**src/rtl/cmd_frame_decoder.sv**
```systemverilog
// Decodes 6-byte UART command frames (HEAD1 HEAD2 ADDR DATA_H DATA_L CHK) into
// single-cycle register writes, with checksum and inter-byte timeout checking.
module cmd_frame_decoder #(
  parameter logic [7:0]  HEAD1          = 8'h55,
  parameter logic [7:0]  HEAD2          = 8'hA5,
  parameter int unsigned TIMEOUT_CYCLES = 500000
) (
  input  logic        Clk,
  input  logic        Rst_n,
  input  logic [7:0]  Rx_Byte,
  input  logic        Rx_Done,
  output logic        m_wr,
  output logic [7:0]  m_addr,
  output logic [15:0] m_wrdata,
  output logic        Frame_Err,
  output logic        Busy
);

  typedef enum logic [2:0] {
    S_IDLE = 3'd0,
    S_H2   = 3'd1,
    S_ADDR = 3'd2,
    S_DH   = 3'd3,
    S_DL   = 3'd4,
    S_CHK  = 3'd5
  } state_t;

  localparam logic [19:0] TMO_LAST = 20'(TIMEOUT_CYCLES - 1);

  state_t      state_r;
  state_t      state_s;
  logic [19:0] tmo_cnt_r;
  logic [7:0]  addr_r;
  logic [7:0]  data_h_r;
  logic [7:0]  data_l_r;
  logic        m_wr_r;
  logic [7:0]  m_addr_r;
  logic [15:0] m_wrdata_r;
  logic        frame_err_r;
  logic        busy_r;
  logic        timeout_s;
  logic        chk_ok_s;
  logic        wr_s;
  logic        err_s;

  // Carries are discarded: the 8-bit result is the frame checksum.
  function automatic logic [7:0] frame_checksum(input logic [7:0] a,
                                                input logic [7:0] b,
                                                input logic [7:0] c);
    return a + b + c;
  endfunction

  assign m_wr      = m_wr_r;
  assign m_addr    = m_addr_r;
  assign m_wrdata  = m_wrdata_r;
  assign Frame_Err = frame_err_r;
  assign Busy      = busy_r;

  // Next-state decode; a byte arriving on the expiry cycle beats the timeout.
  always_comb begin
    state_s   = state_r;
    timeout_s = 1'b0;
    chk_ok_s  = (Rx_Byte == frame_checksum(addr_r, data_h_r, data_l_r));
    wr_s      = 1'b0;
    err_s     = 1'b0;
    if (Rx_Done) begin
      case (state_r)
        S_IDLE: begin
          if (Rx_Byte == HEAD1) begin
            state_s = S_H2;
          end else begin
            state_s = S_IDLE;
          end
        end
        S_H2: begin
          if (Rx_Byte == HEAD2) begin
            state_s = S_ADDR;
          end else if (Rx_Byte == HEAD1) begin
            state_s = S_H2;
          end else begin
            state_s = S_IDLE;
          end
        end
        S_ADDR:  state_s = S_DH;
        S_DH:    state_s = S_DL;
        S_DL:    state_s = S_CHK;
        S_CHK: begin
          state_s = S_IDLE;
          wr_s    = chk_ok_s;
          err_s   = ~chk_ok_s;
        end
        default: state_s = S_IDLE;
      endcase
    end else if ((state_r != S_IDLE) && (tmo_cnt_r == TMO_LAST)) begin
      timeout_s = 1'b1;
      err_s     = 1'b1;
      state_s   = S_IDLE;
    end else begin
      state_s = state_r;
    end
  end

  // State register and inter-byte gap counter.
  always_ff @(posedge Clk or negedge Rst_n) begin
    if (!Rst_n) begin
      state_r   <= S_IDLE;
      tmo_cnt_r <= 20'd0;
    end else begin
      state_r <= state_s;
      if ((state_r == S_IDLE) || Rx_Done) begin
        tmo_cnt_r <= 20'd0;
      end else begin
        tmo_cnt_r <= tmo_cnt_r + 20'd1;
      end
    end
  end

  // Payload holding registers; header values are plain payload here.
  always_ff @(posedge Clk or negedge Rst_n) begin
    if (!Rst_n) begin
      addr_r   <= 8'd0;
      data_h_r <= 8'd0;
      data_l_r <= 8'd0;
    end else if (Rx_Done) begin
      case (state_r)
        S_ADDR:  addr_r   <= Rx_Byte;
        S_DH:    data_h_r <= Rx_Byte;
        S_DL:    data_l_r <= Rx_Byte;
        default: begin
        end
      endcase
    end
  end

  // Registered outputs; address and data only move on an accepted frame.
  always_ff @(posedge Clk or negedge Rst_n) begin
    if (!Rst_n) begin
      m_wr_r      <= 1'b0;
      m_addr_r    <= 8'd0;
      m_wrdata_r  <= 16'd0;
      frame_err_r <= 1'b0;
      busy_r      <= 1'b0;
    end else begin
      m_wr_r      <= wr_s;
      frame_err_r <= err_s;
      busy_r      <= (state_s != S_IDLE);
      if (wr_s) begin
        m_addr_r   <= addr_r;
        m_wrdata_r <= {data_h_r, data_l_r};
      end
    end
  end

endmodule

```
**config.mk**
```make
export PLATFORM = sky130hd
export DESIGN_NAME = cmd_frame_decoder
export DESIGN_NICKNAME = d
export VERILOG_FILES = /design/src/rtl/cmd_frame_decoder.sv
export SDC_FILE = /design/constraint.sdc
export NUM_CORES = 1
export LEC_CHECK = 0
export BUFFER_PORTS_ARGS = -buffer_cell sky130_fd_sc_hd__buf_4
export CAP_MARGIN = 20
export CORE_MARGIN = 10
export CORE_UTILIZATION = 63
export DETAILED_ROUTE_END_ITERATION = 16
export PLACE_DENSITY = 0.82
export SLEW_MARGIN = 20
export SYNTH_ARGS = -nofsm -noshare
export SYNTH_HDL_FRONTEND = slang
export SYNTH_SLANG_ARGS = --single-unit
```
**constraint.sdc**
```tcl
create_clock -name Clk -period 8.61 [get_ports Clk]
set_input_delay 2.583 -clock Clk [delete_from_list [all_inputs] [get_ports Clk]]
set_output_delay 2.583 -clock Clk [all_outputs]
set_load 0.005 [all_outputs]
```
==> impl_metrics.env <==
export IMPL_yosysSeqAreaShare=0.514
export IMPL_clock_latency_ps=360
export IMPL_hold_depth=1
export IMPL_cts_htree_levels=3
export IMPL_io_pins=38
export IMPL_fin_tns_setup_ps=0
export IMPL_reg2regPathDepth=9
export IMPL_hold_viol=0
export IMPL_coreArea_um2=5540
export IMPL_hold_buffers=0
export IMPL_finalCritPeriodShare=0.580
export IMPL_fillers=358
export IMPL_grt_pass1_vias=2431
export IMPL_outcome="finished, final reports clean"
export IMPL_io_buffers=37
export IMPL_maxCapViolCount=0
export IMPL_grtUsageTotal=0.170
export IMPL_r2r_start="addr_r[1]"
export IMPL_synth_net_count=302
export IMPL_syn2layout_area_growth_pct=16.3
export IMPL_die_area_um2=9140
export IMPL_overflow=0
export IMPL_remaining_drc_errors=0
export IMPL_worst_pin_slew_ps=1080
export IMPL_cts_reportedPaths_clkPinSlew_ps=70
export IMPL_initialDrtViolationCount=142
export IMPL_totalWireLength_um=6920
export IMPL_drt_pre_antenna_iters=4
export IMPL_worst_setup_path_type="in -> reg"
export IMPL_clockRootBuffer="clkbuf_8"
export IMPL_rrSetupSlack_ps=4450
export IMPL_initial_core_util=0.650
export IMPL_clockBufferDepth=2
export IMPL_dp_hpwl_um=4840
export IMPL_detail_route_wl_per_cell_um=17.6
export IMPL_relSlewSlack=0.278
export IMPL_yosys_warnings=0
export IMPL_r2r_end="m_addr[4]"
export IMPL_cts_resized=0
export IMPL_fmax_mhz=200
export IMPL_grt_start_max_net_pins=75
export IMPL_pre_cts_slack_ps=3260
export IMPL_required_ps=8840
export IMPL_rsz0062_at_grt="no"
export IMPL_synth_distinct_cells=39
export IMPL_final_max_slew_violation_count=0
export IMPL_nets=343
export IMPL_end_kind="flop"
export IMPL_min_period_ps=5000
export IMPL_via_per_inst=5.66
export IMPL_rows=27
export IMPL_setup_ws_ps=3610
export IMPL_die_y_um=95.6
export IMPL_hold_path_class="reg -> reg"
export IMPL_p_per_area_nw_per_um2=310
export IMPL_drive_above_1_share=0.329
export IMPL_final_setup_viol_count=0
export IMPL_antenna_found_initial=0
export IMPL_ir_worst_vdd_v=0.000192
export IMPL_postRouteAntennaNets=0
export IMPL_antennaDiodeCount=0
export IMPL_worst_setup_path_start_kind="primary input"
export IMPL_cts_tree="yes"
export IMPL_critical_path_max_fanout=13
export IMPL_worstHoldEndpoint="tmo_cnt_r[0]"
export IMPL_grt_pass1_wl_um=12000
export IMPL_arrival_ps=5230
export IMPL_synth_cells=276
export IMPL_post_cts_buffers=0
export IMPL_hp_start="tmo_cnt_r[0]"
export IMPL_vias=2231
export IMPL_syn_mean_instance_area_um2=13.0
export IMPL_skew_ps=11.6
export IMPL_seq_area_um2=1850
export IMPL_synth_seq_cells=74
export IMPL_power_leakage_nw=1.99
export IMPL_die_w_um=95.6
export IMPL_syn_area_um2=3600
export IMPL_clock_sinks=74
export IMPL_multi_input_area_um2=1690
export IMPL_cts_buffers_inserted=9
export IMPL_place_congestion=0.830
## worst max-delay path by stage
stage / slack [ps] / cells after the start / end / from
global route: 3440 / 7 / m_addr[4] / Rx_Byte[4]
finish: 3610 / 7 / m_addr[4] / Rx_Byte[4]
global placement: 3330 / 7 / m_addr[3] / Rx_Byte[4]
CTS: 3620 / 7 / m_addr[4] / Rx_Byte[4]
detailed placement: 3260 / 7 / m_addr[4] / Rx_Byte[4]
floorplan: 4160 / 6 / m_wrdata[10] / Rx_Byte[4]
## cell type report
type	instances	share of cell area
clock buffers	9	0.0296
clock inverters	7	0.0338
inverters	3	0.00269
multi-input cells	191	0.402
flip-flops and latches	74	0.442
well taps	72	0.0215
repair buffers	38	0.0681
## Yosys cell counts, drive strengths merged
cell / count / area (um2)
a2111oi: 1 / 15.0
a211oi: 1 / 7.51
a21o: 1 / 7.51
a21oi: 4 / 20.0
a22o: 3 / 26.3
a31oi: 1 / 6.26
and2: 1 / 6.26
and3: 5 / 31.3
and4: 2 / 17.5
buf: 4 / 37.5
clkbuf: 4 / 15.0
dfrtp: 74 / 1850
fa: 8 / 160
ha: 7 / 87.6
inv: 3 / 11.3
mux2: 48 / 612
nand2: 12 / 45.0
nand3: 9 / 45.0
nand3b: 1 / 7.51
nand4: 7 / 43.8
nor2: 23 / 86.3
nor2b: 3 / 26.3
nor3: 2 / 10.0
nor3b: 1 / 7.51
nor4: 2 / 27.5
nor4b: 1 / 8.76
o2111ai: 1 / 8.76
o21ai: 6 / 30.0
o21bai: 2 / 15.0
o22ai: 1 / 6.26
or2: 1 / 6.26
or3: 3 / 18.8
or4: 2 / 15.0
xnor2: 11 / 96.3
xor2: 21 / 184
## through the flow
step	power (mW)	std cells	hold WS [ps]	utilization	instance area, um2
2_1_floorplan	0.851	276	453	-	3600
3_3_place_gp	0.931	378	475	0.708	3920
3_5_place_dp	0.948	378	483	0.708	3920
4_1_cts	1.31	394	493	0.756	4190
5_1_grt	1.39	394	521	0.756	4190
6_report	1.30	394	488	0.756	4190
## cell families (layout without fill, tap and decap cells)
family,after synthesis,count (layout),share of synthesized area
AO/OA/AOI/OAI,21,21,0.0396
XOR/XNOR,32,32,0.0778
adder cells (fa/ha/maj),15,15,0.0688
buffers and inverters,11,57,0.0177
flip-flops,74,74,0.514
multiplexers,48,48,0.170
AND/OR/NAND/NOR,75,75,0.112
## sequential cells by signal, indices dropped and copies added, names as in the netlist
| signal | cells |
|---|---|
| tmo_cnt_r | 20 |
| m_wrdata | 16 |
| addr_r | 8 |
| data_h_r | 8 |
| data_l_r | 8 |
| m_addr | 8 |
| state_r | 3 |
| Busy | 1 |
| Frame_Err | 1 |
| m_wr | 1 |
## where the power goes
| group | switching (mW) | internal [mW] | total [mW] | leakage (nW) |
|---|---|---|---|---|
| registers | 0.0675 | 0.405 | 0.473 | 1.00 |
| clock network | 0.131 | 0.222 | 0.353 | 0.129 |
| logic | 0.247 | 0.227 | 0.475 | 0.855 |
## critical path: stages
cell	delay, ps
buf_4	140
xor2_1	180
a2111oi_2	360
o2111ai_1	240
nor4_4	970
buf_4	410
mux2_4	340
## routing by layer
layer | wire length [um] | share of wire | global-route usage
met3 | 371 | 0.054 | 0.0550
met2 | 3240 | 0.47 | 0.264
met5 | 0 | 0 | 0
met1 | 3240 | 0.47 | 0.218
met4 | 70 | 0.010 | 0.0614
## cells in the final DEF, fill, tap and decap left out, types with 2 or more instances in the layout
master	Yosys	final
nor3_1	2	2
mux2_2	29	29
xor2_1	21	21
dfrtp_1	74	74
mux2_4	19	19
and3_1	5	5
nor2b_1	2	2
fa_1	8	8
a21oi_1	4	4
o21ai_0	6	6
a22o_1	3	3
or4_1	2	2
nand3_1	9	9
buf_4	2	38
o21bai_1	2	2
nor2_1	23	23
xnor2_1	11	11
nand2_1	12	12
nand4_1	7	7
or3_1	3	3
clkbuf_8	0	9
ha_1	7	7
inv_1	3	3
and4_1	2	2
bufinv_16	0	4
(Power assumes the default switching activity.)
